**src/rtl/mont_prep_mod.sv**
```systemverilog
// mont_prep_mod: computes T = Y*2^WIDTH mod N by modular doubling; define PREP_RADIX4_EN for two bits per cycle
module mont_prep_mod #(
  parameter int WIDTH = 256,
  parameter int CNT_W = 9
) (
  input  logic             clk,
  input  logic             rst_n,
  input  logic             start,
  input  logic [WIDTH-1:0] Y,
  input  logic [WIDTH-1:0] N,
  output logic [WIDTH-1:0] T,
  output logic [WIDTH-1:0] N_out,
  output logic             busy,
  output logic             done
);
  localparam logic [1:0] S_IDLE = 2'd0;
  localparam logic [1:0] S_CALC = 2'd1;
  localparam logic [1:0] S_DONE = 2'd2;
  logic [1:0]       state;
  logic [CNT_W-1:0] cnt;
  logic [WIDTH-1:0] t_nxt;
`ifdef PREP_RADIX4_EN
  localparam int ITERS = WIDTH / 2;
  logic [WIDTH:0]   n2;
  logic [WIDTH+1:0] n3;
  logic [WIDTH+2:0] q, m;
  // largest multiple of N not exceeding 4T, so the remainder stays below N
  always_comb begin
    q = {1'b0, T, 2'b00};
    m = q >= {1'b0, n3} ? {1'b0, n3} :
        q >= {2'b0, n2} ? {2'b0, n2} :
        q >= {3'b0, N_out} ? {3'b0, N_out} : '0;
    t_nxt = WIDTH'(q - m);
  end
`else
  localparam int ITERS = WIDTH;
  logic [WIDTH+1:0] d;
  always_comb begin
    d = {1'b0, T, 1'b0};
    t_nxt = WIDTH'(d >= {2'b0, N_out} ? d - {2'b0, N_out} : d);
  end
`endif
  assign busy = state == S_CALC;
  always_ff @(posedge clk) begin
    if (rst_n) begin
      state <= S_IDLE;
      T     <= '0;
      N_out <= '0;
      cnt   <= '0;
      done  <= 1'b0;
`ifdef PREP_RADIX4_EN
      n2    <= '0;
      n3    <= '0;
`endif
    end else begin
      done <= 1'b0;
      if (state == S_IDLE && start) begin
        T     <= Y;
        N_out <= N;
        cnt   <= '0;
        state <= S_CALC;
`ifdef PREP_RADIX4_EN
        n2    <= {N, 1'b0};
        n3    <= {1'b0, N, 1'b0} + {2'b0, N};
`endif
      end else if (state == S_CALC) begin
        T     <= t_nxt;
        cnt   <= cnt + CNT_W'(1);
        state <= cnt == CNT_W'(ITERS - 1) ? S_DONE : S_CALC;
      end else if (state == S_DONE) begin
        done  <= 1'b1;
        state <= S_IDLE;
      end
    end
  end
endmodule

```
**config.mk**
```make
export PLATFORM = sky130hd
export DESIGN_NAME = mont_prep_mod
export DESIGN_NICKNAME = d
export VERILOG_FILES = /design/src/rtl/mont_prep_mod.sv
export SDC_FILE = /design/constraint.sdc
export NUM_CORES = 2
export LEC_CHECK = 0
export BUFFER_PORTS_ARGS = -buffer_cell sky130_fd_sc_hd__buf_2
export CAP_MARGIN = 20
export CORE_AREA = 2 2 404 406
export DETAILED_ROUTE_END_ITERATION = 8
export DIE_AREA = 0 0 406 408
export PLACE_DENSITY = 0.46
export RECOVER_POWER = 50
export SYNTH_ARGS = -nofsm -noshare
export SYNTH_HDL_FRONTEND = slang
export SYNTH_SLANG_ARGS = --single-unit
```
**constraint.sdc**
```tcl
create_clock -name clk -period 5.5 [get_ports clk]
set_clock_uncertainty 0.15 [all_clocks]
set_input_delay 1.1 -clock clk [delete_from_list [all_inputs] [get_ports clk]]
set_output_delay 1.1 -clock clk [all_outputs]
set_load 0.01 [all_outputs]
```
======== Word-level counts from Yosys, hierarchy flattened ========
Index checks and enable logic that the tools add are counted.
operators by class
  $add $sub $neg .......................... 2
  magnitude comparators ................... 1
  eq/ne operators ......................... 3
  muxes and demuxes ....................... 8
  reductions and logical operators ........ 7
operators by type and width
  kind                                            number
  2-to-1 mux 256 bit                              3
  >= comparator 257 x 256 -> 1 bit                1
  subtractor 256 bit                              1
  adder 9 x 1 -> 9 bit (second input constant)    1
  == test 9 x 8 -> 1 bit (second input constant)  1
  2-to-1 mux 2 bit                                3
  nonzero test 2 bit                              2
  nonzero test 3 bit                              1
  OR reduction 3 bit                              1
  == test 2 x 1 -> 1 bit (second input constant)  1
  == test 2 bit (second input constant)           1
  zero test 2 bit                                 1
  2-to-1 mux 1 bit                                2
  OR reduction 2 bit                              1
  logical AND 1 bit                               1
word-level totals
  bits in registers ....................... 524
  input port bits ......................... 515
  output and inout bits ................... 514
  word-level logic and storage cells ...... 27

======== Depth between registers and ports, before layout ========
  word-level depth ........................ 4
  gate-level depth with buffers ........... 21
  mapped depth without buffers ............ 17

======== Worst setup path after synthesis ========
OpenSTA, ideal clock, no wires.
  kind .................................... register to register
  from .................................... register T[0]
  to ...................................... register T[208]
  arrival time ............................ 3,854 ps
  data required time ...................... 5,228 ps
  setup slack ............................. 1,374 ps
  cell stages (with the launch flop) ...... 18
  cells stage by stage .................... dfxtp_1 > inv_1 > fa_1 > nand2b_1 > a211oi_1 > nor3_1 > o31a_1 > o21a_1 > o311ai_1 > nand2_1 > o41ai_4 > a221oi_2 > o41ai_4 > a21oi_2 > o31ai_2 > xnor2_1 > a21oi_1 > a221o_1
between the ends
  longest elaborated chain between the ends .. 4
ends and longest elaborated chain
  what                                                                           RTL line  text
  from (decl)                                                                    11        output logic [WIDTH-1:0] T,
  from (signal assigned)                                                         67        T <= t_nxt;
  subtractor 256 bit / >= comparator 257 x 256 -> 1 bit (equally long branches)  40        t_nxt = WIDTH'(d >= {2'b0, N_out} ? d - {2'b0, N_out} : d);
  2-to-1 mux 256 bit *                                                           40
  2-to-1 mux 256 bit *                                                           66        end else if (state == S_CALC) begin
  2-to-1 mux 256 bit *                                                           57        if (state == S_IDLE && start) begin
Every way passes the cells marked *; elsewhere a longest branch is shown, timed or not. The select of a mux whose other input is x is not followed.
A chain may end at the register's enable or synchronous reset.

======== Final worst setup path ========
  from .................................... register N_out[53]
  to ...................................... register T[255]
between the ends
  longest elaborated chain between the ends .. 4
ends and longest elaborated chain
  what                                                                           RTL line  text
  from (decl)                                                                    12        output logic [WIDTH-1:0] N_out,
  from (signal assigned)                                                         48        N_out <= '0;
  from (signal assigned)                                                         59        N_out <= N;
  subtractor 256 bit / >= comparator 257 x 256 -> 1 bit (equally long branches)  40
  2-to-1 mux 256 bit *                                                           40
  2-to-1 mux 256 bit *                                                           66
  2-to-1 mux 256 bit *                                                           57
Marks and branches as above.

==> summary.md <==
| Metric | Value |
|---|---|
| Layout cells sized above 1 | 15.9% |
| Layout Nets | 8,082 |
| Clk Latency, worst-skew pair | 0.70 ns |
| Startpoint Class | flop |
| First-pass GRT wire length | 365,000 um |
| Area Growth Syn to Fin | 25.1% |
| Total grt overflow | 0 |
| NetSw | 13.4 mW |
| DP HPWL | 213,000 um |
| Slew Viols, Final | 273 |
| Hold Crit Class | reg -> reg |
| Pin count of the biggest net entering global routing | 150 |
| Critical path data required time | 5.91 ns |
| H-tree depth | 3 |
| Critical Path Sink Type | flop |
| MaxCap Viol Count | 4 |
| TritonCTS clock tree | yes |
| Core Footprint | 162,000 um^2 |
| Number of DRC markers in iteration 0 | 4,646 |
| Clock sink count | 524 |
| Slew headroom | -101% |
| Hold path startpoint | N_out[50] |
| Final WL | 260,000 um |
| Vias in the first global route | 50,700 |
| Worst Hold Depth | 2 |
| R2r startpoint | N_out[53] |
| Root Buffer | clkbuf_16 |
| Initial antenna violation count | 45 |
| Failing checks | max-capacitance violations, max-slew violations |
| Post-Syn Area | 42,700 um^2 |
| Tmin final | 5.49 ns |
| CP Data Arrival Time | 5.90 ns |
| Pwr/cell area | 485 nW/um^2 |
| Asr flop ratio synth | 0% |
| Hold slack | 0.315 ns |
| Yosys warns | 0 |
| Port Buffers | 1,028 |
| Vias per cell | 5.47 |
| Internal | 12.6 mW |
| Ys flop type | dfxtp_1 |
| Worst Path Max Fanout | 7 |
| Chip height | 408 um |
| Peak VDD IR | 0.000246 V |
| Clock transition at the registers of the reported paths | 0.06 ns |
| #FFs+latches synth | 524 |
| Gpl congestion | 0.962 |
| Avg WL per Cell | 27.2 um |
| Total number of vias | 52,200 |
| RSZ-0062 raised after global routing | yes |
| Cts hold-fix bufs | 0 |
| Worst-Margin Slew | 3.02 ns |
| Yosys cell types | 102 |
| Sequential power share | 18.5% |
| Max frequency | 182 MHz |
| Final worst-path cycle share | 99.8% |
| Tot GR Track Use | 29.9% |
| Reg2reg setup slack | 0.01 ns |
| Max Root-Sink Buffers | 3 |
| Fin util | 33.1% |
| First-pass DRT Iterations | 6 |
| DRC | 0 |
| Initial Util | 26.4% |
| Sw Share | 51.6% |
| IO Pins | 1,029 |
| WHS Endpoint | N_out[50] |
| Comb pwr share | 62.4% |
| Post-Syn Nets | 7,088 |
| Die Area | 166,000 um^2 |
| Crit path kind | reg -> reg |
| Leakage | 21.6 nW |
| Sequential share of the synthesized area | 24.6% |
| Clock share of power | 19.1% |
| Setup violators final | 0 |
| Run status | finished with violations |
| Avg Cell Area, Syn | 6.77 um^2 |
| Reg2Reg Capture Point | T[255] |
| Fillers | 18,300 |
| Total CTS buffers | 71 |
| Post-Syn Instances | 6,311 |
| Die width | 406 um |
| Worst Reg-to-Reg Cells | 20 |
| Rows | 148 |
| Final hold violations | 0 |
| Post-synth EDFFs | 0 |
| Antenna Nets Post-Route | 0 |
[worst max path at each step]
stage,from,to,slack (ns)
finish,N_out[53],T[255],0.01
floorplan,T[0],T[208],1.37
global placement,N_out[79],T[209],-0.84
CTS,T[0],T[178],0.09
global route,N_out[53],T[255],-0.01
detailed placement,N_out[1],T[231],-0.39
[kinds of logic after synthesis]
| group | Yosys count | share of synthesized area (%) |
|---|---|---|
| and+or+nand+nor | 2345 | 23.6 |
| AOI/OAI and AO/OA | 2195 | 31.9 |
| buffers and inverters | 721 | 6.82 |
| DFF | 524 | 24.6 |
| adders and majority gates | 262 | 7.70 |
| xor gates and xnor gates | 249 | 5.11 |
| muxes | 15 | 0.352 |
[layout make-up]
cell class,instances,area (um^2),share of cell area [%]
Multi-Input combinational cell,5066,29500,55.2
Sequential cell,524,10500,19.6
Timing Repair Buffer,1319,7120,13.3
Tap cell,2175,2720,5.09
Clock buffer,98,2040,3.82
Inverter,323,1210,2.27
Clock inverter,26,337,0.630
Antenna cell,12,30.0,0.0562
[power by group through the flow]
stage	combinational [mW]	clock (mW)	sequential, mW
2_1_floorplan	9.29	0	4.88
3_3_place_gp	15.9	0	4.84
3_5_place_dp	15.8	0	4.86
4_1_cts	15.9	5.05	4.78
5_1_grt	17.3	5.17	4.85
6_report	16.2	4.95	4.80
[layer usage]
layer	wire length, um	track usage (%)	share of wire [%]	vias up
met5	253	0	0.097	-
met4	9340	9.99	3.6	40
met3	18800	6.09	7.2	384
met2	124000	50.7	48	2101
met1	108000	37.3	42	25300
li1	-	-	-	24400
[state kept, by name, indices dropped and copies added (netlist names)]
signal / count
N_out: 256
T: 256
cnt: 9
done: 1
state: 2
[cells in the mapped netlist (all sizes together), types with 29 or more instances]
cell type / count / area (um^2)
nor3: 138 / 696
inv: 322 / 1210
clkbuf: 298 / 1120
ha: 261 / 3270
nor2: 512 / 1930
xor2: 117 / 1020
nand4: 162 / 1010
o21bai: 67 / 514
nor4: 50 / 319
nand2: 1264 / 4750
buf: 100 / 581
o21a: 46 / 345
o211ai: 202 / 1660
dfxtp: 524 / 10500
o31ai: 29 / 246
a21boi: 30 / 225
a21o: 93 / 707
nand3: 63 / 315
a211oi: 82 / 631
xnor2: 132 / 1160
a21oi: 915 / 4580
a31oi: 45 / 300
o21ai: 491 / 2480
[worst max-delay path, stage by stage, from the launching register on]
cell and delay, ns:
dfxtp_1 0.34, inv_1 0.07, ha_1 0.42, nand2_1 0.10
buf_4 0.17, o21ai_0 0.53, a221oi_1 0.26, nand2b_1 0.14
a21oi_1 0.05, nor2_1 0.20, a41oi_4 0.10, o41ai_2 0.39
buf_4 0.20, and4_1 0.44, a31oi_2 0.29, o41ai_2 0.41
buf_4 0.20, a21o_1 0.23, nand4_1 0.21, mux2i_1 0.17
o31a_1 0.27
[metrics by stage]
step	instances	total power [mW]	setup TNS, ns	setup slack (ns)	instance area [um^2]
floorplan	6311	14.2	0	1.37	42700
CTS	9524	25.8	0	0.0902	53800
finish	9543	25.9	0	0.0118	53400
detailed placement	9397	20.6	-12.31	-0.386	51300
global placement	9394	20.7	-13.80	-0.838	51300
global route	9535	27.3	-0.0128	-0.0114	53400
[repair_timing]
action,4_1_cts,5_1_grt
gates cloned,0,0
setup buffers,3,6
gates resized for setup,4,22
setup endpoints to repair,155,69
pin swaps,1,6
[layout by cell type (no fill, tap or decap), types with 27 or more instances in the layout]
| cell | Yosys | routed |
|---|---|---|
| a211oi_1 | 79 | 78 |
| a21boi_0 | 27 | 27 |
| a21o_1 | 91 | 91 |
| a21oi_1 | 914 | 914 |
| a31oi_1 | 42 | 41 |
| buf_2 | 71 | 637 |
| buf_4 | 7 | 259 |
| clkbuf_1 | 297 | 409 |
| clkbuf_16 | 0 | 73 |
| dfxtp_1 | 524 | 524 |
| ha_1 | 261 | 260 |
| inv_1 | 322 | 322 |
| nand2_1 | 1262 | 1260 |
| nand3_1 | 63 | 63 |
| nand4_1 | 162 | 162 |
| nor2_1 | 510 | 504 |
| nor3_1 | 137 | 134 |
| nor4_1 | 49 | 47 |
| o211ai_1 | 174 | 174 |
| o211ai_2 | 28 | 28 |
| o21a_1 | 46 | 45 |
| o21ai_0 | 420 | 418 |
| o21ai_1 | 67 | 65 |
| o21bai_1 | 66 | 66 |
| xnor2_1 | 132 | 132 |
| xor2_1 | 117 | 117 |
No activity file was read; power rests on OpenSTA's default activity.
